### config.mk
export PLATFORM = sky130hd
export DESIGN_NAME = pe_bs_sched
export DESIGN_NICKNAME = d
export VERILOG_FILES = /design/src/rtl/pe_bs_sched.sv
export SDC_FILE = /design/constraint.sdc
export NUM_CORES = 1
export LEC_CHECK = 0
export ABC_AREA = 1
export BUFFER_PORTS_ARGS = -buffer_cell sky130_fd_sc_hd__buf_4
export CELL_PAD_IN_SITES_DETAIL_PLACEMENT = 2
export CELL_PAD_IN_SITES_GLOBAL_PLACEMENT = 2
export CORE_ASPECT_RATIO = 1.75
export CORE_MARGIN = 2
export CORE_UTILIZATION = 35
export DETAILED_ROUTE_END_ITERATION = 16
export GPL_TIMING_DRIVEN = 0
export PLACE_DENSITY = 0.7
export SYNTH_ARGS = -nofsm -noshare
export SYNTH_HDL_FRONTEND = slang
export SYNTH_SLANG_ARGS = --single-unit
### constraint.sdc
create_clock -name clk -period 2.29 [get_ports clk]
set_input_delay 0.458 -clock clk [delete_from_list [all_inputs] [get_ports clk]]
set_output_delay 0.458 -clock clk [all_outputs]
set_load 0.005 [all_outputs]
### src/rtl/pe_bs_sched.sv
// Scheduler for the 5-tap barrel-shift PE: sample FIFO, weight bank and window sequencer.
// Optional statistics outputs (win_cnt, stall_cnt) are enabled by defining PE_BS_SCHED_STATS_EN.
module pe_bs_sched #(
    parameter int WIN_LEN    = 20,
    parameter int FIFO_DEPTH = 32,
    parameter int CNT_W      = $clog2(FIFO_DEPTH) + 1
) (
    input  logic        clk,
    input  logic        rst_n,
    input  logic        en,
    input  logic        in_valid,
    output logic        in_ready,
    input  logic [7:0]  in_data,
    input  logic        cfg_we,
    input  logic [2:0]  cfg_addr,
    input  logic [2:0]  cfg_w,
    input  logic        cfg_s,
    output logic        cfg_err,
    output logic [7:0]  pe_in,
    output logic [2:0]  pe_sel,
    output logic [2:0]  pe_w1,
    output logic [2:0]  pe_w2,
    output logic [2:0]  pe_w3,
    output logic [2:0]  pe_w4,
    output logic [2:0]  pe_w5,
    output logic        pe_s1,
    output logic        pe_s2,
    output logic        pe_s3,
    output logic        pe_s4,
    output logic        pe_s5,
    output logic        pe_clr_n,
    output logic        busy,
`ifdef PE_BS_SCHED_STATS_EN
    output logic [15:0] win_cnt,
    output logic [15:0] stall_cnt,
`endif
    output logic        done
);

    localparam int AW = (FIFO_DEPTH > 1) ? $clog2(FIFO_DEPTH) : 1;
    localparam logic [2:0] SEL_HOLD = 3'd5;

    typedef enum logic [2:0] {
        S_IDLE,
        S_FILL,
        S_RUN,
        S_FLUSH,
        S_DONE
    } state_t;

    state_t state, state_nxt;

    logic [7:0]       mem [FIFO_DEPTH];
    logic [AW-1:0]    wr_ptr, rd_ptr;
    logic [CNT_W-1:0] count;
    logic             push;
    logic             vld_p0;
    logic [7:0]       head_p0;

    logic [CNT_W-1:0] run_cnt;
    logic             flush_cnt;
    logic [2:0]       tap;
    logic             last_run;
    logic             wr_allowed;

    logic [2:0]       w_r [5];
    logic             s_r [5];

    assign in_ready = (count < CNT_W'(FIFO_DEPTH));
    assign push     = in_valid && in_ready;
    assign vld_p0   = (state == S_RUN);
    assign head_p0  = mem[rd_ptr];
    assign last_run = (run_cnt == CNT_W'(WIN_LEN - 1));

    // Sample FIFO storage: data only, no reset needed
    always_ff @(posedge clk) begin
        if (push) mem[wr_ptr] <= in_data;
    end

    always_ff @(posedge clk) begin
        if (!rst_n) begin
            wr_ptr <= '0;
            rd_ptr <= '0;
            count  <= '0;
        end else begin
            if (push)   wr_ptr <= wr_ptr + AW'(1);
            if (vld_p0) rd_ptr <= rd_ptr + AW'(1);
            case ({push, vld_p0})
                2'b10:   count <= count + CNT_W'(1);
                2'b01:   count <= count - CNT_W'(1);
                default: count <= count;
            endcase
        end
    end

    always_ff @(posedge clk) begin
        if (!rst_n) state <= S_IDLE;
        else        state <= state_nxt;
    end

    always_comb begin
        state_nxt = state;
        case (state)
            S_IDLE:  state_nxt = S_FILL;
            S_FILL:  if (en && (count >= CNT_W'(WIN_LEN))) state_nxt = S_RUN;
            S_RUN:   if (last_run) state_nxt = S_FLUSH;
            S_FLUSH: if (flush_cnt) state_nxt = S_DONE;
            S_DONE:  state_nxt = S_FILL;
            default: state_nxt = S_IDLE;
        endcase
    end

    always_comb begin
        busy       = (state == S_RUN) || (state == S_FLUSH);
        done       = (state == S_DONE);
        wr_allowed = (state == S_IDLE) || (state == S_FILL) || (state == S_DONE);
        pe_clr_n   = rst_n && (state != S_DONE);
    end

    // Window sequencing counters restart whenever their state is left
    always_ff @(posedge clk) begin
        if (!rst_n) begin
            run_cnt   <= '0;
            flush_cnt <= 1'b0;
            tap       <= '0;
        end else begin
            run_cnt   <= (state == S_RUN)   ? run_cnt + CNT_W'(1) : '0;
            flush_cnt <= (state == S_FLUSH) ? ~flush_cnt : 1'b0;
            if (state == S_RUN) tap <= (tap == 3'd4) ? 3'd0 : tap + 3'd1;
            else                tap <= '0;
        end
    end

    // p0 -> PE boundary: popped head and its tap are presented one cycle later
    always_ff @(posedge clk) begin
        if (!rst_n) begin
            pe_in  <= '0;
            pe_sel <= SEL_HOLD;
        end else if (vld_p0) begin
            pe_in  <= head_p0;
            pe_sel <= tap;
        end else begin
            pe_in  <= '0;
            pe_sel <= SEL_HOLD;
        end
    end

    always_ff @(posedge clk) begin
        if (!rst_n) begin
            for (int i = 0; i < 5; i++) begin
                w_r[i] <= '0;
                s_r[i] <= 1'b0;
            end
            cfg_err <= 1'b0;
        end else begin
            if (cfg_we && (cfg_addr <= 3'd4) && wr_allowed) begin
                w_r[cfg_addr] <= cfg_w;
                s_r[cfg_addr] <= cfg_s;
            end
            cfg_err <= cfg_we && ((cfg_addr > 3'd4) || !wr_allowed);
        end
    end

    assign pe_w1 = w_r[0];
    assign pe_w2 = w_r[1];
    assign pe_w3 = w_r[2];
    assign pe_w4 = w_r[3];
    assign pe_w5 = w_r[4];
    assign pe_s1 = s_r[0];
    assign pe_s2 = s_r[1];
    assign pe_s3 = s_r[2];
    assign pe_s4 = s_r[3];
    assign pe_s5 = s_r[4];

`ifdef PE_BS_SCHED_STATS_EN
    function automatic logic [15:0] sat_inc(input logic [15:0] v);
        return (v == 16'hFFFF) ? v : v + 16'd1;
    endfunction

    always_ff @(posedge clk) begin
        if (!rst_n) begin
            win_cnt   <= '0;
            stall_cnt <= '0;
        end else begin
            if (state == S_DONE)        win_cnt   <= sat_inc(win_cnt);
            if (in_valid && !in_ready)  stall_cnt <= sat_inc(stall_cnt);
        end
    end
`endif

endmodule
==> results of run 1 <==
==> cell families after synthesis <==
logic type | synth area share
AOI/OAI and AO/OA | 0.0629
xor gates and xnor gates | 0.00407
adders and majority gates | 0.0107
buffers and inverters | 0.0383
DFF | 0.701
and+or+nand+nor | 0.183
==> layout by cell type, fill, tap and decap left out, types with 6 or more instances in the layout <==
cell type   netlist  routed
nor2_2            1      17
nor3_1           10       9
nor2_1          240     219
inv_2             3       6
inv_1            52      49
ha_1             11      11
clkinvlp_4        0       7
o21ai_1           3       9
nand2_1         215     214
buf_2            26      25
o21ai_0         120     114
a21oi_1          33      33
nand3_1         115     115
dfxtp_1          46      44
clkbuf_1         16      15
clkbuf_16         0      31
edfxtp_1        271     271
buf_4             9      65
==> through the flow <==
| step | utilization | setup TNS [ns] | hold slack, ns |
|---|---|---|---|
| floorplan | - | 0 | 0.417 |
| global placement | 0.380 | -45.68 | 0.433 |
| detailed placement | 0.380 | -50.46 | 0.449 |
| CTS | 0.411 | -1.34 | 0.122 |
| global route | 0.412 | -0.960 | 0.152 |
| finish | 0.412 | 0 | 0.140 |
==> area by class of cell <==
| cell class | count | area, um2 | area share |
|---|---|---|---|
| tap | 475 | 594 | 0.0394 |
| clock inverter | 20 | 190 | 0.0126 |
| multi-input combinational | 761 | 3460 | 0.229 |
| buffer | 55 | 294 | 0.0195 |
| clock buffer | 38 | 852 | 0.0565 |
| sequential | 317 | 9060 | 0.600 |
| timing repair buffer | 57 | 432 | 0.0286 |
| inverter | 55 | 206 | 0.0137 |
==> metal layers <==
layer | vias up | global-route usage | part of all wire
met5 | - | 0 | 0
met4 | 0 | 0.149 | 0.072
met3 | 106 | 0.0228 | 0.031
met2 | 220 | 0.462 | 0.55
met1 | 4793 | 0.243 | 0.35
li1 | 4255 | - | -
==> report_power, final <==
group | switching [mW] | internal (mW)
logic | 2.76 | 1.06
clock network | 2.37 | 2.90
registers | 0.147 | 6.49
==> state kept, by name (all words and copies together), names as in the netlist <==
| name | flops |
|---|---|
| cfg_err | 1 |
| count | 6 |
| flush_cnt | 1 |
| mem | 256 |
| pe_in | 8 |
| pe_sel | 3 |
| rd_ptr | 5 |
| run_cnt | 6 |
| s_r | 5 |
| state | 3 |
| tap | 3 |
| w_r | 15 |
| wr_ptr | 5 |
==> worst register-to-register path, delay by kind of cell, from the launching register on <==
kind	cells	cell delay, ns
flip-flops	1	0.33
AND/OR/NAND/NOR	3	1.28
buffers and inverters	2	0.24
==> repair_timing <==
item / in CTS / in global routing
pin swaps: 0 / 0
setup endpoints to repair: 220 / 113
buffers inserted: 1 / 0
gates resized for setup: 31 / 14
endpoints found under the hold margin: 0 / 0
==> worst min-delay path by stage <==
stage / startpoint / endpoint / slack [ns] / depth (start not counted)
floorplan: tap[0]$_SDFF_PP0_ / tap[0]$_SDFF_PP0_ / 0.42 / 1
global placement: tap[0]$_SDFF_PP0_ / tap[0]$_SDFF_PP0_ / 0.43 / 1
detailed placement: run_cnt[0]$_SDFF_PN0_ / run_cnt[0]$_SDFF_PN0_ / 0.45 / 1
CTS: cfg_we / cfg_err$_SDFF_PN0_ / 0.12 / 3
global route: cfg_we / cfg_err$_SDFF_PN0_ / 0.15 / 3
finish: cfg_we / cfg_err$_SDFF_PN0_ / 0.14 / 3
==> impl_metrics.py, run 1 <==
metrics = {
    "routing": {
        "detail-route-antenna-nets": 0,
        "drc_errors": 0,
        "wl_per_cell_um": 25.5,
        "vias": 9374,
        "dr.pass1.iters": 5,
        "dr.first_iter.drc_count": 560,
        "wl_um": 45300,
        "viasPerCell": 5.27,
    },
    "critical_path": {
        "crit-reg2reg-capture": "mem[17][4]$_DFFE_PP_",
        "r2r_start": "count[5]$_SDFFE_PN0P_",
        "crit_family": "simple AND/OR/NAND/NOR gates",
        "cp.arrival_ns": 2.42,
        "cpPeakStageDelay_ns": 0.81,
        "cp_max_fo": 10,
        "rr_worst_depth": 5,
        "cp_num_buf_inv": 2,
        "rrSetupSlack_ns": 0.09,
        "critPathKind": "reg2reg",
        "endpoint_kind": "flop",
        "path_depth": 5,
        "worstSetupStartpoint": "count[5]$_SDFFE_PN0P_",
        "cp.required_ns": 2.51,
        "cp-endpoint": "mem[17][4]$_DFFE_PP_",
        "crit_path_top_delay_cell": "nor2_1",
        "path_cells": "inv_2 -> nand2_4 -> inv_1 -> nand2_1 -> nor2_1",
        "startpoint_type": "flop",
    },
    "timing": {
        "finalMaxSlewViolations": 0,
        "finalHoldViolations": 0,
        "worst_clock_skew_ns": 0.0358,
        "fmax_mhz": 454,
        "worst_pin_slew_ns": 1.31,
        "rsz0062_at_grt": "true",
        "setup_viol": 0,
        "period_needed_ns": 2.20,
        "layout_setup_ws_ns": 0.0866,
        "maxSlewHeadroom": 0.120,
        "period_share": 0.962,
    },
    "die": {
        "die_area_um2": 38500,
        "ios": 56,
        "core_um2": 36700,
        "dieHeight_um": 258,
        "die-width_um": 149,
        "initial_core_util": 0.352,
        "placementRows": 93,
    },
    "clock_tree": {
        "postCtsHoldBufs": 0,
        "cts.clk_slew.worst_paths_ns": 0.07,
        "cts_sinks": 317,
        "ctsLongestPathBuffers": 3,
        "tritoncts": "yes",
        "h-tree-depth": 1,
        "cts_made_buffers": 31,
        "clock-root-buffer": "clkbuf_16",
        "clk-insertion-delay-late_ns": 0.60,
    },
    "pwr": {
        "power_density_nw_per_um2": 1040,
        "peakVddDrop_v": 0.000622,
        "leakagePower_nw": 5.53,
        "finalPower_mw": 15.7,
    },
    "synthesis": {
        "async_reset_ff_frac": 0,
        "synth_cells": 1188,
        "yosys-top-cells-count": "edfxtp_1, nor2_1, nand2_1",
        "netlist.top_cell.by_area": "edfxtp_1",
        "synth_top_area_share": 0.630,
        "netlist_top_cells_area": "edfxtp_1, dfxtp_1, nor2_1",
        "yosysWarnings": 0,
        "syn_area_um2": 12900,
        "yosys.cell_count.top_type": "edfxtp_1",
        "ys_ff_latch": 317,
        "ys_types": 26,
        "ys.flop_type": "edfxtp_1",
        "synth_fp_nets": 1219,
        "synth_edf_count": 271,
        "ys_seq_area_frac": 0.701,
        "syn_area_per_cell_um2": 10.9,
    },
    "status": {
        "status": "finished clean",
    },
    "global_route": {
        "grt_pass1_wl_um": 67000,
        "track_usage": 0.240,
        "grt_max_degree": 33,
        "grt_overflow": 0,
        "antenna_found_initial": 0,
        "grt_pass1_vias": 10477,
    },
    "final_layout": {
        "area_delta_synth_final_pct": 16.8,
        "final_cells": 1778,
        "drive_gt1_frac": 0.144,
        "nFillCells": 3927,
        "finish.instance_area_um2": 15100,
        "diodes": 0,
        "nets": 1309,
    },
    "place": {
        "dp_hpwl_um": 32200,
        "dp_worst_setup_slack_ns": -0.462,
        "place_inst": 1718,
        "gp_congestion": 0.870,
        "place_area_um2": 13900,
        "port-buffer-count": 54,
    },
    "worst_hold_path": {
        "hp-class": "in2reg",
    },
    "run": {
        "max_cap_viol_count": 0,
    },
}
(Power assumes the default switching activity.)
==> run 2: changes to the inputs <==
--- a/config.mk
+++ b/config.mk
@@ -9,12 +9,12 @@
 export BUFFER_PORTS_ARGS = -buffer_cell sky130_fd_sc_hd__buf_4
 export CELL_PAD_IN_SITES_DETAIL_PLACEMENT = 2
 export CELL_PAD_IN_SITES_GLOBAL_PLACEMENT = 2
-export CORE_ASPECT_RATIO = 1.75
 export CORE_MARGIN = 2
 export CORE_UTILIZATION = 35
 export DETAILED_ROUTE_END_ITERATION = 16
 export GPL_TIMING_DRIVEN = 0
 export PLACE_DENSITY = 0.7
+export SETUP_SLACK_MARGIN = 0.05
 export SYNTH_ARGS = -nofsm -noshare
 export SYNTH_HDL_FRONTEND = slang
 export SYNTH_SLANG_ARGS = --single-unit
==> run 2 against run 1 <==
  * The run now ends with negative setup slack left
  * Cell area grew 2.4%
  * Critical path type unchanged
  * Largest power group unchanged
  * Critical endpoint is now mem[0][5]$_DFFE_PP_
  * Worst hold slack better by 0.076 ns
  * Clock-buffer cell count rose by 22
  * Utilization is 1.3 points higher
==> impl_metrics.py, run 2 (synthesis gave the netlist of run 1 again) <==
metrics = {
    "status": {
        "status": "finished, violations left",
        "violations": "negative setup slack",
    },
    "critical_path": {
        "cpPeakStageDelay_ns": 0.67,
        "rr_worst_depth": 5,
        "endpoint_kind": "flop",
        "r2r_start": "count[5]$_SDFFE_PN0P_",
        "crit_path_top_delay_cell": "nor2_2",
        "crit-reg2reg-capture": "mem[0][5]$_DFFE_PP_",
        "cp.required_ns": 2.45,
        "cp_max_fo": 10,
        "rrSetupSlack_ns": -0.02,
        "startpoint_type": "flop",
        "cp_num_buf_inv": 2,
        "path_cells": "inv_2 -> nand2_4 -> inv_1 -> nand2_1 -> nor2_2",
        "cp.arrival_ns": 2.47,
        "critPathKind": "reg2reg",
        "crit_family": "simple AND/OR/NAND/NOR gates",
    },
    "die": {
        "placementRows": 70,
        "die-width_um": 196,
        "ios": 56,
        "die_area_um2": 38500,
        "dieHeight_um": 196,
        "core_um2": 36400,
        "initial_core_util": 0.355,
    },
    "routing": {
        "dr.first_iter.drc_count": 660,
        "vias": 9390,
        "wl_per_cell_um": 24.4,
        "wl_um": 43600,
        "detail-route-antenna-nets": 0,
        "viasPerCell": 5.26,
        "drc_errors": 0,
        "dr.pass1.iters": 5,
    },
    "timing": {
        "worst_pin_slew_ns": 0.987,
        "setup_viol": 14,
        "tns_ns": -0.166,
        "period_needed_ns": 2.31,
        "maxSlewHeadroom": 0.340,
        "finalMaxSlewViolations": 0,
        "finalHoldViolations": 0,
        "layout_setup_ws_ns": -0.0223,
        "rsz0062_at_grt": "true",
        "period_share": 1.01,
        "fmax_mhz": 432,
        "worst_clock_skew_ns": 0.00831,
    },
    "worst_hold_path": {
        "hold-path-endpoint": "cfg_err$_SDFF_PN0_",
        "holdPathStages": 3,
        "hp-start": "cfg_we",
        "hp-class": "in2reg",
    },
    "final_layout": {
        "final_cells": 1786,
        "layout_commonest_cell": "edfxtp_1",
        "nets": 1319,
        "drive_gt1_frac": 0.153,
        "reg_top3": "mem: 256 flops, w_r: 15 flops, pe_in: 8 flops",
        "largest_reg_flops": 256,
        "area_delta_synth_final_pct": 19.7,
        "final_cell_mix": "edfxtp_1, nor2_1, nand2_1, o21ai_0, nand3_1",
        "final_core_util": 0.424,
        "regMostFlops": "mem",
        "diodes": 0,
    },
    "clock_tree": {
        "cts_made_buffers": 38,
        "tritoncts": "yes",
        "ctsLongestPathBuffers": 3,
        "postCtsHoldBufs": 0,
        "clk-insertion-delay-late_ns": 0.53,
        "cts_sinks": 317,
        "h-tree-depth": 2,
        "clock-root-buffer": "clkbuf_16",
        "cts.clk_slew.worst_paths_ns": 0.06,
    },
    "place": {
        "dp_hpwl_um": 29500,
        "place_inst": 1712,
        "port-buffer-count": 54,
        "gp_congestion": 0.814,
    },
    "pwr": {
        "finalPower_mw": 16.8,
        "peakVddDrop_v": 0.000488,
        "power_density_nw_per_um2": 1090,
        "leakagePower_nw": 5.71,
    },
    "global_route": {
        "use_met3": 0.0309,
        "antenna_found_initial": 1,
        "grt.busiest_layer": "met2",
        "gr-usage-met2": 0.406,
        "grt_max_degree": 33,
        "track_usage": 0.231,
        "grt_overflow": 0,
        "grt_pass1_vias": 10307,
        "grt_pass1_wl_um": 65300,
        "grt_use_met1": 0.301,
    },
    "run": {
        "max_cap_viol_count": 0,
    },
}
==> run 2: cell types whose count changed in the layout (fill, tap and decap cells not counted), sizes merged <==
cell      before  now
bufinv         2    4
inv           60   56
clkinv         6    5
buf           95   99
clkinvlp       7    0
clkbuf        55   76
==> run 2: final cells by class <==
class                   instances  area (um2)
plain buffers                  55         297
clock buffers                  60        1190
clock inverters                10         150
fillers                      3806       21000
inverters                      55         209
multi-input cells             761        3510
flip-flops and latches        317        9060
well taps                     468         586
repair buffers                 60         458
==> run 2: worst reg2reg max path, cell delays in order, from the launching register on <==
cell     delay, ns
dfxtp_1       0.33
inv_2         0.10
nand2_4       0.11
inv_1         0.15
nand2_1       0.58
nor2_2        0.67
==> run 2: per-stage QoR <==
stage	setup WS [ns]	area (um2)	hold WS, ns
3_5_place_dp	-0.470	13900	0.441
3_3_place_gp	-0.450	13900	0.430
6_report	-0.0223	15500	0.216
2_1_floorplan	0.295	12900	0.417
4_1_cts	-0.0517	15400	0.203
5_1_grt	-0.0845	15500	0.221
==> run 2: report_power, final <==
group | internal [mW] | switching, mW
logic | 1.09 | 2.71
clock network | 4.01 | 2.40
registers | 6.49 | 0.137
total | 11.6 | 5.25
==> run 2: metal layers <==
layer  wire length, um  vias to the layer above
met2             21900                      224
met5                 0                        -
met3              2100                       67
li1                  -                     4274
met1             18500                     4825
met4              1000                        0
==> run 2: repair_timing <==
| action | in CTS | in global routing |
|---|---|---|
| endpoints found under the setup margin | 218 | 172 |
| pin swaps | 0 | 1 |
| setup buffers | 0 | 4 |
| resized for setup | 33 | 26 |
| endpoints found under the hold margin | 0 | 0 |
==> run 2: worst max path at each step <==
| stage | start | end | slack [ns] | cells past startpoint |
|---|---|---|---|---|
| final | count[5]$_SDFFE_PN0P_ | mem[0][5]$_DFFE_PP_ | -0.02 | 5 |
| after global placement | in_valid | mem[19][1]$_DFFE_PP_ | -0.45 | 3 |
| after CTS | count[5]$_SDFFE_PN0P_ | mem[20][6]$_DFFE_PP_ | -0.05 | 5 |
| after global routing | count[5]$_SDFFE_PN0P_ | mem[0][1]$_DFFE_PP_ | -0.08 | 5 |
| after detailed placement | in_valid | mem[12][1]$_DFFE_PP_ | -0.47 | 5 |
| after floorplan | in_valid | count[4]$_SDFFE_PN0P_ | 0.30 | 15 |
